[src/rtl/rs_fwd_select_gen_pkg.sv]
// Shared types and constants for the RS operand forwarding-select generator.
// Select codes are 4-bit FU indices; all-ones means "no forwarding source".
package rs_fwd_select_gen_pkg;

    localparam int FU_IDX_W = 4;
    localparam logic [FU_IDX_W-1:0] FWD_NONE = 4'hf;

    typedef enum logic [2:0] {
        S_IDLE  = 3'd0,
        S_WAIT  = 3'd1,
        S_FWD   = 3'd2,
        S_FWDR  = 3'd3,
        S_RFRD  = 3'd4,
        S_READY = 3'd5
    } rs_fwd_state_t;

endpackage

[src/rtl/rs_tag_match_enc.sv]
// Compares one tag against all FU writeback broadcasts and returns the
// lowest-index hit. multi flags more than one simultaneous hit.
module rs_tag_match_enc
    import rs_fwd_select_gen_pkg::*;
#(
    parameter int TAG_W = 9,
    parameter int N_FU  = 10
) (
    input  logic [TAG_W-1:0]      tag,
    input  logic [N_FU-1:0]       wb_vld,
    input  logic [N_FU*TAG_W-1:0] wb_tag,
    output logic                  hit,
    output logic [FU_IDX_W-1:0]   idx,
    output logic                  multi
);

    logic [FU_IDX_W-1:0] hit_cnt;

    // Scan from the top down so the lowest matching index is written last.
    always_comb begin
        hit     = 1'b0;
        idx     = FWD_NONE;
        hit_cnt = '0;
        for (int k = N_FU - 1; k >= 0; k--) begin
            if (wb_vld[k] && (wb_tag[k*TAG_W +: TAG_W] == tag)) begin
                hit     = 1'b1;
                idx     = FU_IDX_W'(k);
                hit_cnt = hit_cnt + 1'b1;
            end
        end
        multi = (hit_cnt > 4'd1);
    end

endmodule

[src/rtl/rs_fwd_select_gen.sv]
// Per-slot operand capture control: watches FU writeback tags and emits the
// live/registered FU select codes, falling back to a regfile re-read.
//
// state   | meaning
// --------+--------------------------------------------------------------
// IDLE    | slot free
// WAIT    | operand pending, comparing stored tag against broadcasts
// FWD     | capture from live FU bus k this cycle (fuFwd=k)
// FWDR    | capture stalled, take registered FU bus k (fuuFwd=k)
// RFRD    | forwarding window lost, regfile re-read outstanding
// READY   | operand value held in capture register
module rs_fwd_select_gen
    import rs_fwd_select_gen_pkg::*;
#(
    parameter int TAG_W = 9,
    parameter int N_FU  = 10
) (
    input  logic                  clk,
    input  logic                  rst,
    input  logic                  stall,
    input  logic                  flush,
    input  logic                  alloc,
    input  logic [TAG_W-1:0]      alloc_tag,
    input  logic                  alloc_rdy,
    input  logic                  dealloc,
    input  logic                  rf_ack,
    input  logic [N_FU-1:0]       wb_vld,
    input  logic [N_FU*TAG_W-1:0] wb_tag,
    output logic [3:0]            fuFwd,
    output logic [3:0]            fuuFwd,
    output logic                  ready,
    output logic                  busy,
    output logic                  rf_req,
    output logic [TAG_W-1:0]      rf_tag,
    output logic                  miss
);

    rs_fwd_state_t       state_q, state_d;
    logic [FU_IDX_W-1:0] fu_q, fu_d;
    logic [TAG_W-1:0]    tag_q, tag_d;
    logic                miss_q, miss_d;

    logic                alloc_hit, alloc_multi;
    logic [FU_IDX_W-1:0] alloc_idx;
    logic                wait_hit, wait_multi;
    logic [FU_IDX_W-1:0] wait_idx;

    // Allocation bypass: the new tag may be broadcast in the alloc cycle itself.
    rs_tag_match_enc #(
        .TAG_W (TAG_W),
        .N_FU  (N_FU)
    ) u_match_alloc (
        .tag    (alloc_tag),
        .wb_vld (wb_vld),
        .wb_tag (wb_tag),
        .hit    (alloc_hit),
        .idx    (alloc_idx),
        .multi  (alloc_multi)
    );

    rs_tag_match_enc #(
        .TAG_W (TAG_W),
        .N_FU  (N_FU)
    ) u_match_wait (
        .tag    (tag_q),
        .wb_vld (wb_vld),
        .wb_tag (wb_tag),
        .hit    (wait_hit),
        .idx    (wait_idx),
        .multi  (wait_multi)
    );

    always_comb begin
        state_d = state_q;
        fu_d    = fu_q;
        tag_d   = tag_q;
        miss_d  = 1'b0;
        if (flush) begin
            state_d = S_IDLE;
        end else if (alloc) begin
            tag_d = alloc_tag;
            if (alloc_rdy) begin
                state_d = S_READY;
            end else if (alloc_hit) begin
                state_d = S_FWD;
                fu_d    = alloc_idx;
            end else begin
                state_d = S_WAIT;
            end
        end else if (dealloc) begin
            state_d = S_IDLE;
        end else begin
            case (state_q)
                S_WAIT: begin
                    if (wait_hit) begin
                        state_d = S_FWD;
                        fu_d    = wait_idx;
                    end
                end
                S_FWD: begin
                    state_d = stall ? S_FWDR : S_READY;
                end
                S_FWDR: begin
                    if (stall) begin
                        state_d = S_RFRD;
                        miss_d  = 1'b1;
                    end else begin
                        state_d = S_READY;
                    end
                end
                // Stall does not matter here: the regfile path writes the
                // capture register on its own once the read returns.
                S_RFRD: begin
                    if (rf_ack) begin
                        state_d = S_READY;
                    end
                end
                S_IDLE, S_READY: begin
                    state_d = state_q;
                end
                default: begin
                    state_d = S_IDLE;
                end
            endcase
        end
    end

    always_ff @(posedge clk) begin
        if (rst) begin
            state_q <= S_IDLE;
            fu_q    <= FWD_NONE;
            tag_q   <= '0;
            miss_q  <= 1'b0;
        end else begin
            state_q <= state_d;
            fu_q    <= fu_d;
            tag_q   <= tag_d;
            miss_q  <= miss_d;
        end
    end

    // A tag is produced by exactly one FU; two matching broadcasts is a bug upstream.
    always_ff @(posedge clk) begin
        if (!rst) begin
            if (!flush && alloc && !alloc_rdy) begin
                assert (!alloc_multi);
            end
            if (!flush && !alloc && !dealloc && (state_q == S_WAIT)) begin
                assert (!wait_multi);
            end
        end
    end

    assign fuFwd  = (state_q == S_FWD)  ? fu_q : FWD_NONE;
    assign fuuFwd = (state_q == S_FWDR) ? fu_q : FWD_NONE;
    assign ready  = (state_q == S_READY);
    assign busy   = (state_q != S_IDLE);
    assign rf_req = (state_q == S_RFRD);
    assign rf_tag = tag_q;
    assign miss   = miss_q;

endmodule

[config.mk]
export PLATFORM = sky130hd
export DESIGN_NAME = rs_fwd_select_gen
export DESIGN_NICKNAME = d
export VERILOG_FILES = /design/src/rtl/rs_fwd_select_gen_pkg.sv /design/src/rtl/rs_tag_match_enc.sv /design/src/rtl/rs_fwd_select_gen.sv
export SDC_FILE = /design/constraint.sdc
export NUM_CORES = 1
export LEC_CHECK = 0
export BUFFER_PORTS_ARGS = -buffer_cell sky130_fd_sc_hd__buf_4
export CAP_MARGIN = 40
export CORE_UTILIZATION = 30
export DETAILED_ROUTE_END_ITERATION = 10
export SLEW_MARGIN = 20
export SYNTH_ARGS = -nofsm -noshare
export SYNTH_HDL_FRONTEND = slang
export SYNTH_HIERARCHICAL = 1
export SYNTH_SLANG_ARGS = --single-unit
export TNS_END_PERCENT = 50
[constraint.sdc]
create_clock -name clk -period 2.4 [get_ports clk]
set_input_delay 0.12 -clock clk [delete_from_list [all_inputs] [get_ports clk]]
set_output_delay 0.12 -clock clk [all_outputs]
set_load 0.1 [all_outputs]
== Yosys cells after proc, flatten, opt, wreduce, memory -nomap -nowiden ==
Index checks and enable logic that the tools add are counted.

* $lt $le $gt $ge: 0
* Bitwise logic cells: 2
* $add $sub $neg: 0
* Multiplexer cells: 58
* Divide/modulo/power cells: 0
* Equality and inequality tests: 31
* Multipliers: 0
* Shift-type cells: 0
* Reduce and logical (&&, ||, !) cells: 30

{| class="wikitable"
|+ Operators by type and width
! cell !! number
|-
| 9-bit equality test || 20
|-
| 4-bit two-way mux || 24
|-
| 3-bit two-way mux || 10
|-
| 1-bit two-way mux || 22
|-
| 1-bit logical AND || 20
|-
| 3-bit one-hot mux with 5 select lines || 1
|-
| 3-bit by 2-bit equality test with 1-bit output (second input constant) || 2
|-
| 3-bit equality test (second input constant) || 2
|-
| 6-bit AND reduction || 1
|-
| 5-bit OR reduction || 1
|-
| 2-bit inequality test (second input constant) || 2
|-
| 4-bit by 3-bit inequality test with 1-bit output (second input constant) || 1
|-
| 4-bit inequality test (second input constant) || 1
|-
| 2-bit nonzero test || 2
|-
| 2-bit OR reduction || 2
|-
| 3-bit by 1-bit equality test with 1-bit output (second input constant) || 1
|-
| 3-bit logical NOT || 1
|-
| 3-bit inequality test (second input constant) || 1
|-
| 3-bit AND reduction || 1
|-
| 3-bit nonzero test || 1
|-
| 2-bit two-way mux || 1
|-
| 2-bit by 1-bit inequality test with 1-bit output (second input constant) || 1
|-
| 1-bit NOT || 2
|-
| 2-bit AND reduction || 1
|}

* Input bits: 117
* RAM bits: 0
* Output and inout bits: 21
* Bits in latches: 0
* Register bits after elaboration: 17
* Memories: 0
* Word-level logic and storage cells: 125
* Bits in read-only memories: 0

== Logic depth before layout (Yosys ltp) ==
Gate-level depths: netlist of run 1.

* Depth after elaboration: 16
* Mapped depth: 13
* Depth with buffers taken out: 12

== By module ==
Netlist of run 1, hierarchy kept.

{| class="wikitable"
|+ Modules (own cells, without submodules)
! module !! seq. area each (um^2) !! area each (um^2) !! cells an instance !! instances
|-
| rs_tag_match_enc at u_match_alloc || 0.0 || 2523.7 || 323 || 1
|-
| rs_tag_match_enc at u_match_wait || 0.0 || 2302.2 || 283 || 1
|-
| rs_fwd_select_gen || 340.3 || 900.9 || 108 || 1
|}

== Worst setup path after synthesis of run 1 ==
Ideal clock, no wire load.

* Path kind: reg2reg
* Start: reg tag_q[8], in the netlist rf_tag[8]
* End: reg fu_q[1]
* Path buffers: 1
* Setup time: 0.125 ns
* Period minus slack after synthesis: 3.140 ns
* Arrival: 3.015 ns
* Cell stages (with the launch flop): 13
* Slack: -0.740 ns
* Data required time: 2.275 ns
* Cell sequence: dfxtp_1 > buf_6 > xnor2_1 > nand4_1 > nor3_1 > inv_1 > ha_1 > or3_1 > a21oi_1 > nor3_1 > nor2b_1 > a211oi_1 > mux2i_1

* Cells in the longest elaborated chain, start to end: 16
* Elaborated cells on any way between the ends: 46
* Those cells by class: eq/ne: 10; mux: 24; reduce/logical: 12

{| class="wikitable"
|+ RTL lines
! element !! RTL line !! RTL
|-
| start: declaration || rs_fwd_select_gen.sv:40 || <nowiki>logic [TAG_W-1:0] tag_q, tag_d;</nowiki>
|-
| start signal: assignment || rs_fwd_select_gen.sv:137 || <nowiki>tag_q <= tag_d;</nowiki>
|-
| 9-bit equality test || rs_tag_match_enc.sv:25 || <nowiki>if (wb_vld[k] && (wb_tag[k*TAG_W +: TAG_W] == tag)) begin</nowiki>
|-
| 1-bit logical AND || rs_tag_match_enc.sv:25 ||
|-
| 3-bit two-way mux (2 in series) || rs_tag_match_enc.sv:25 ||
|-
| 4-bit two-way mux (7 in series) || rs_tag_match_enc.sv:25 ||
|-
| 4-bit two-way mux (*) || rs_tag_match_enc.sv:25 ||
|-
| named net wait_idx[1] || rs_fwd_select_gen.sv:46 || <nowiki>logic [FU_IDX_W-1:0] wait_idx;</nowiki>
|-
| 4-bit two-way mux (*) || rs_fwd_select_gen.sv:95 || <nowiki>if (wait_hit) begin</nowiki>
|-
| 4-bit two-way mux (*) || rs_fwd_select_gen.sv:93 || <nowiki>case (state_q)</nowiki>
|-
| 4-bit two-way mux (*) || rs_fwd_select_gen.sv:90 || <nowiki>end else if (dealloc) begin</nowiki>
|-
| 4-bit two-way mux (*) || rs_fwd_select_gen.sv:80 || <nowiki>end else if (alloc) begin</nowiki>
|-
| end signal: assignment || rs_fwd_select_gen.sv:136 || <nowiki>fu_q <= fu_d;</nowiki>
|-
| end: declaration || rs_fwd_select_gen.sv:39 || <nowiki>logic [FU_IDX_W-1:0] fu_q, fu_d;</nowiki>
|}

The timed path passes the listed nets; every way through them passes the cells marked *. The select of a mux whose other input is x is not followed.
A chain may end at the register's enable or synchronous reset.

== Final worst setup path of run 1 ==
* Start: reg tag_q[3], in the netlist rf_tag[3]
* End: reg fu_q[0]

* Cells in the longest elaborated chain, start to end: 15
* Elaborated cells on any way between the ends: 45
* Those cells by class: eq/ne: 10; mux: 23; reduce/logical: 12

{| class="wikitable"
|+ RTL lines
! element !! RTL line
|-
| 9-bit equality test || rs_tag_match_enc.sv:25
|-
| 1-bit logical AND || rs_tag_match_enc.sv:25
|-
| 3-bit two-way mux || rs_tag_match_enc.sv:25
|-
| 4-bit two-way mux (7 in series) || rs_tag_match_enc.sv:25
|-
| 4-bit two-way mux (*) || rs_tag_match_enc.sv:25
|-
| named net wait_idx[0] || rs_fwd_select_gen.sv:46
|-
| 4-bit two-way mux (*) || rs_fwd_select_gen.sv:95
|-
| 4-bit two-way mux (*) || rs_fwd_select_gen.sv:93
|-
| 4-bit two-way mux (*) || rs_fwd_select_gen.sv:90
|-
| 4-bit two-way mux (*) || rs_fwd_select_gen.sv:80
|}

Marked as above.

==> impl_metrics.ini, run 1 <==
[run_status]
status = complete, but fails checks
failed_checks = design-rule violations

[flow_run]
maxCapViolCount = 0

[die]
ios = 138
core_area_sq_mm = 0.0116
row_count = 39
start_util = 0.312
die_w_microns = 112
die_y_microns = 112
die_area_sq_mm = 0.0125

[setup_path]
crit_required_ps = 2530
max_stage_delay_ps = 400
crit_buf_inv = 1
crit_path_end_kind = flop
critPathLaunch = rf_tag[3]
path_cells = buf_4 -> xor2_1 -> nor4_2 -> and3_1 -> a21oi_2 -> o21ai_1 -> a21o_1 -> a21oi_1 -> nor2b_1 -> a211oi_1 -> mux2i_1
cp_slowest_cell = dfxtp_4
cp-start-kind = flop
regToRegStartpoint = rf_tag[3]
arrival_ps = 2490
cp_max_fo = 8
critical-path-top-delay-family = simple AND/OR/NAND/NOR gates
path_class = flop to flop

[worst_hold_path]
worstHoldStart = stall
min_path_type = primary input to flop

[placement]
port_buffers = 137
dp_hpwl_microns = 10600
placed_cell_area_sq_mm = 0.00472
gp_congestion = 0.905
post-place-cells = 709

[timing]
fin_crit_sh = 0.984
fin_crit_ps = 2360
hold-worst-slack_ps = 119
rsz0062_at_grt = true
drv_slew = 0
finalHoldViolCount = 0
skew_ps = 0.611
slew_headroom = 0.725
setup_viol_count_final = 0
tightest_slew_ps = 412
max_freq_mhz = 424

[global_routing]
grt_util_met2 = 0.360
met3_usage = 0.0419
globalRouteOverflowTotal = 0
first_global_vias = 3767
grt_max_degree = 19
grt_use_total = 0.213
grtUsageMet1 = 0.276
grt_pass1_wl_microns = 20500
grt_busiest_layer = met2
antenna_found_initial = 0

[drt]
dr.pass1.iters = 8
antenna_left = 0
wire_per_inst_microns = 18.7
vias_per_cell = 5.03
num_vias = 3705
drc = 9
drtIter0Drc = 274
wirelength_microns = 13800

[pwr]
p_leak_nw = 2.02
totalPowerFinal_mw = 1.49
power.density_mw_per_mm2 = 292
ir_drop_uv = 194

[logic_synthesis]
syn-num-nets = 560
syn_inst = 441
avgSynthCellArea_sq_um = 8.19
synth_area_sq_mm = 0.00361
yosysWarnings = 6

[clock_tree]
cts.sinks = 17
h-tree-depth = 1
root_buffer = clkbuf_16
clk_pin_slew_worst_paths_ps = 50
cts_made_buffers = 3
clk_path_buf_depth = 2
clock_latency_ps = 250
cts_tree = done

[finish]
area_growth_pct = 41.5
final_core_util = 0.442
finalNetCount = 713
instances_no_fill = 736
diodes = 0
design_area_sq_mm = 0.00511
drive_gt1_frac = 0.398
## final timing paths
path,cells past startpoint,slack (ps),endpoint
setup / recovery,11,40,fu_q[0]
hold / removal,3,120,miss
setup reg to reg,11,40,fu_q[0]
hold reg to reg,2,530,fu_q[3]
## worst min-delay path, cell delays in order
cell and delay (ps):
buf_4 120, inv_1 40, nor3_1 40
## layer usage
metal / vias to the layer above / share of wire
met3: 16 / 0.078
li1: 1787 / -
met1: 1730 / 0.43
met5: - / 0
met4: 0 / 0.015
met2: 172 / 0.48
## registers in the layout, indices dropped and copies added (netlist names)
name,cells
rf_tag,9
fu_q,4
state_q,3
miss,1
## where the power goes
part           total (mW)  switching [mW]  internal [mW]
clock network       0.338           0.112          0.226
registers           0.319          0.0307          0.288
logic               0.835           0.431          0.403
total                1.49           0.575          0.917
## cells in the final DEF (no fill, tap or decap), types with 2 or more instances in the layout
cell and instances:
a211oi_1 3, a21o_1 2, a21oi_1 15, a21oi_2 2
and2_0 2, and3_1 3, and4_1 2, buf_4 169
clkbuf_16 3, dfxtp_1 8, dfxtp_4 9, inv_1 7
mux2i_1 5, nand2_1 39, nand2b_1 5, nand3b_1 2
nand4_1 28, nor2_1 18, nor2_2 2, nor2b_1 5
nor3_1 14, nor3_2 6, nor3_4 2, nor4_1 4
nor4_2 7, o21ai_1 3, or2_1 4, or2_2 2
or3_1 9, or3_4 3, xnor2_1 125, xnor2_2 6
xnor2_4 5, xor2_1 44
## final cells by class
cell class,count,area (sq um)
Inverter,8,30.0
Multi-Input combinational cell,393,3150
Clock buffer,4,78.8
Fill cell,1159,6450
Sequential cell,17,374
Tap cell,143,179
Timing Repair Buffer,171,1300
## per-stage QoR
step / TNS, ps / setup WS [ps]
after floorplan: 0 / 10.7
after global placement: 0 / 11.0
after detailed placement: 0 / 6.63
after CTS: 0 / 5.93
after global routing: -182 / -49.2
final: 0 / 39.3
## repair_timing
| item | CTS | global route |
|---|---|---|
| resized for setup | 0 | 29 |
| setup endpoints to repair | 0 | 7 |
| hold buffers | 0 | 0 |
| buffers inserted | 0 | 23 |
(Power assumes the default switching activity.)
==> run 2, diff against run 1 <==
--- a/config.mk
+++ b/config.mk
@@ -9,6 +9,7 @@
 export CAP_MARGIN = 40
 export CORE_UTILIZATION = 30
 export DETAILED_ROUTE_END_ITERATION = 10
+export RECOVER_POWER = 25
 export SLEW_MARGIN = 20
 export SYNTH_ARGS = -nofsm -noshare
 export SYNTH_HDL_FRONTEND = slang
==> constraint.sdc (replaced) <==
create_clock -name clk -period 2.3 [get_ports clk]
set_input_delay 0.115 -clock clk [delete_from_list [all_inputs] [get_ports clk]]
set_output_delay 0.115 -clock clk [all_outputs]
set_load 0.1 [all_outputs]
==> impl_metrics.ini, run 2 (synthesis results as in run 1) <==
[pwr]
totalPowerFinal_mw = 1.58
p_leak_nw = 2.09
ir_drop_uv = 212
power.density_mw_per_mm2 = 301

[drt]
drc = 10
wire_per_inst_microns = 18.3
wirelength_microns = 13600
vias_per_cell = 4.98
antenna_left = 0
met1_length_microns = 5990
dr.pass1.iters = 8
route.met3.wl_microns = 871
top_layer = met4
num_vias = 3692
dr_wl_met2_microns = 6580
drtIter0Drc = 218

[finish]
design_area_sq_mm = 0.00524
final_cell_mix = 168 x buf_4, 118 x xnor2_1, 44 x xor2_1
multi_input_area_sq_mm = 0.00319
largest_register_ffs = 9
drive_gt1_frac = 0.413
n_fill_cell = 1143
seq_area_sq_um = 374
diodes = 0
final_common_cell = buf_4
area_growth_pct = 45.0
finalNetCount = 718

[setup_path]
max_stage_delay_ps = 420
cp-start-kind = flop
crit_path_end_kind = flop
arrival_ps = 2460
path_cells = buf_6 -> buf_4 -> xnor2_1 -> nand4_1 -> nor3_2 -> or3_4 -> nor2_4 -> nand2_1 -> nand3b_1 -> nor3_2 -> o21ai_4 -> mux2i_1
path_class = flop to flop
cp_slowest_cell = or3_4
crit_required_ps = 2480
r2r_cells = 12
cpMostUsedCell = nor3_2
cp_max_fo = 6

[clock_tree]
clk_pin_slew_worst_paths_ps = 50
cts_tree = done
h-tree-depth = 1
clock_latency_ps = 250
clk_path_buf_depth = 2
cts.sinks = 17
cts_made_buffers = 3
root_buffer = clkbuf_16

[global_routing]
grt_use_total = 0.213
globalRouteOverflowTotal = 0
grt_pass1_wl_microns = 20500
first_global_vias = 3686
grt_max_degree = 19
antenna_found_initial = 0

[timing]
finalHoldViolCount = 0
hold-worst-slack_ps = 112
fin_crit_ps = 2280
slew_headroom = 0.704
tightest_slew_ps = 441
drv_slew = 0
rsz0062_at_grt = true
skew_ps = 2.54
fin_crit_sh = 0.993
setup_viol_count_final = 0
setup-tns-final_ps = 0
worst_slack_ps = 16.5
max_freq_mhz = 438

[placement]
placed_cell_area_sq_mm = 0.00492
port_buffers = 137
pre_cts_slack_ps = -14.5
gp_congestion = 0.909
dp_hpwl_microns = 10800

[worst_hold_path]
min_path_type = primary input to flop
hold_depth = 3

[die]
die_w_microns = 112
die_y_microns = 112
die_area_sq_mm = 0.0125
row_count = 39
ios = 138
core_area_sq_mm = 0.0116
start_util = 0.312

[run_status]
failed_checks = design-rule violations
status = complete, but fails checks

[flow_run]
maxCapViolCount = 0
-- run 2: area by class of cell --
| type | instances | share of cell area |
|---|---|---|
| clock buffer | 4 | 0.0150 |
| inverter | 8 | 0.00573 |
| multi-input combinational | 393 | 0.609 |
| sequential | 17 | 0.0714 |
| tap | 143 | 0.0342 |
| timing repair buffer | 176 | 0.265 |
-- run 2: worst paths after layout --
path	start	slack (ps)	endpoint
max reg2reg	rf_tag[8]	20	fu_q[1]
min	stall	110	miss
min reg2reg	fu_q[2]	530	fu_q[2]
max	rf_tag[8]	20	fu_q[1]
-- run 2: stage by stage --
step,util,std cells
after detailed placement,0.426,724
after floorplan,-,441
final,0.453,741
after CTS,0.436,732
after global routing,0.453,741
after global placement,0.426,724
-- run 2: per-layer routing --
layer,global-route usage,up-vias
li1,-,1793
met1,0.291,1748
met2,0.365,139
met3,0.0229,12
met4,0.0342,0
met5,0,-
-- run 2: critical path: cells and delay by family (launching register included) --
family	cells	cell delay, ps
compound gates	1	250
xor+xnor	1	120
mux	1	200
simple gates	7	1000
buf+inv	2	260
flops	1	380
-- run 2: report_power, final --
| group | switching (mW) | total (mW) | internal, mW |
|---|---|---|---|
| registers | 0.0325 | 0.333 | 0.301 |
| logic | 0.451 | 0.890 | 0.439 |
| clock network | 0.119 | 0.355 | 0.236 |
-- run 2: what timing repair did --
item | in CTS | in global routing
hold buffers | 0 | 0
setup endpoints to repair | 5 | 7
pin swaps | 7 | 27
resized for setup | 2 | 26
setup buffers | 4 | 9
==> run 3, diff against run 2 <==
==> constraint.sdc (replaced) <==
create_clock -name clk -period 2.64 [get_ports clk]
set_input_delay 0.132 -clock clk [delete_from_list [all_inputs] [get_ports clk]]
set_output_delay 0.132 -clock clk [all_outputs]
set_load 0.1 [all_outputs]
==> impl_metrics.ini, run 3 (synthesis results as in run 1) <==
[timing]
finalHoldViolCount = 0
skew_ps = 3.08
fin_crit_ps = 2490
slew_headroom = 0.487
rsz0062_at_grt = false
fin_crit_sh = 0.944
max_freq_mhz = 401
worst_slack_ps = 148
drv_slew = 0
setup_viol_count_final = 0
tightest_slew_ps = 769
setup-tns-final_ps = 0
hold-worst-slack_ps = 129

[pwr]
totalPowerFinal_mw = 1.32
p_clk_frac = 0.238
ir_drop_uv = 164
netSwitchingPower_mw = 0.513
p_int_mw = 0.812
comb_power_share = 0.539
power.density_mw_per_mm2 = 275
p_leak_nw = 1.86
p_seq_frac = 0.223
p_sw_frac = 0.387

[finish]
largest_register_ffs = 9
n_fill_cell = 1176
drive_gt1_frac = 0.340
final_common_cell = buf_4
design_area_sq_mm = 0.00481
final_cell_mix = 147 x buf_4, 130 x xnor2_1, 44 x xor2_1
finalNetCount = 691
multi_input_area_sq_mm = 0.00302
area_growth_pct = 33.1
seq_area_sq_um = 374
diodes = 0

[global_routing]
grt_pass1_wl_microns = 20000
globalRouteOverflowTotal = 0
grt_use_total = 0.208
antenna_found_initial = 0
first_global_vias = 3570
grt_max_degree = 19

[drt]
antenna_left = 0
wire_per_inst_microns = 18.5
drtIter0Drc = 215
vias_per_cell = 5.04
dr.pass1.iters = 9
num_vias = 3597
drc = 10
wirelength_microns = 13200

[clock_tree]
cts.sinks = 17
cts_made_buffers = 3
h-tree-depth = 1
root_buffer = clkbuf_16
clk_pin_slew_worst_paths_ps = 60
clk_path_buf_depth = 2
clock_latency_ps = 250
ctsHoldBuffers = 0
cts_tree = done

[placement]
gp_congestion = 0.875
placed_cell_area_sq_mm = 0.00469
pre_cts_slack_ps = 69.5
dp_hpwl_microns = 10400
port_buffers = 137

[run_status]
failed_checks = design-rule violations
status = complete, but fails checks

[setup_path]
path_class = flop to flop
cp_max_fo = 11
arrival_ps = 2620
cp-start-kind = flop
crit_path_end_kind = flop
crit_required_ps = 2770

[die]
die_y_microns = 112
start_util = 0.312
core_area_sq_mm = 0.0116
ios = 138
die_w_microns = 112
die_area_sq_mm = 0.0125
row_count = 39

[worst_hold_path]
min_path_type = primary input to flop

[flow_run]
maxCapViolCount = 0
run 3: path summary, 6_finish.rpt:
path	depth (start not counted)	slack, ps	start	endpoint
hold / removal	3	130	stall	miss
setup reg to reg	11	150	rf_tag[8]	fu_q[1]
setup / recovery	11	150	rf_tag[8]	fu_q[1]
hold reg to reg	2	540	fu_q[3]	fu_q[3]
run 3: final cells by class:
cell class / count / share of cell area
flip-flops and latches: 17 / 0.0778
multi-input cells: 393 / 0.628
clock buffers: 4 / 0.0164
inverters: 8 / 0.00624
repair buffers: 149 / 0.234
well taps: 143 / 0.0372
run 3: what timing repair did:
action                                  in CTS  in global routing
endpoints found under the setup margin       0                  7
hold endpoints to repair                     0                  0
setup buffers                                0                  4
resized for setup                            0                  6
run 3: metal layers:
layer / share of wire / GRT usage / vias to the layer above
met5: 0 / 0 / -
met4: 0.015 / 0.0441 / 0
met3: 0.064 / 0.0250 / 15
met2: 0.47 / 0.357 / 163
met1: 0.45 / 0.277 / 1677
li1: - / - / 1742
run 3: through the flow:
step,util,instances
floorplan,-,441
global placement,0.405,706
detailed placement,0.405,706
CTS,0.412,710
global route,0.416,714
finish,0.416,714
run 3: power groups by stage:
stage / logic [mW] / clock network, mW / registers, mW
floorplan: 0.416 / 0 / 0.324
global placement: 0.694 / 0 / 0.306
detailed placement: 0.702 / 0 / 0.307
CTS: 0.705 / 0.316 / 0.301
global route: 0.760 / 0.332 / 0.297
finish: 0.714 / 0.315 / 0.295
run 3: critical path, cell delays in order (launching register included):
cell and delay (ps):
dfxtp_4 410, xor2_1 180, nor4_1 270, and4_1 220
inv_1 40, ha_1 220, or3_1 380, a21oi_1 160
nor3_1 50, nor2b_1 130, a211oi_1 210, mux2i_1 100
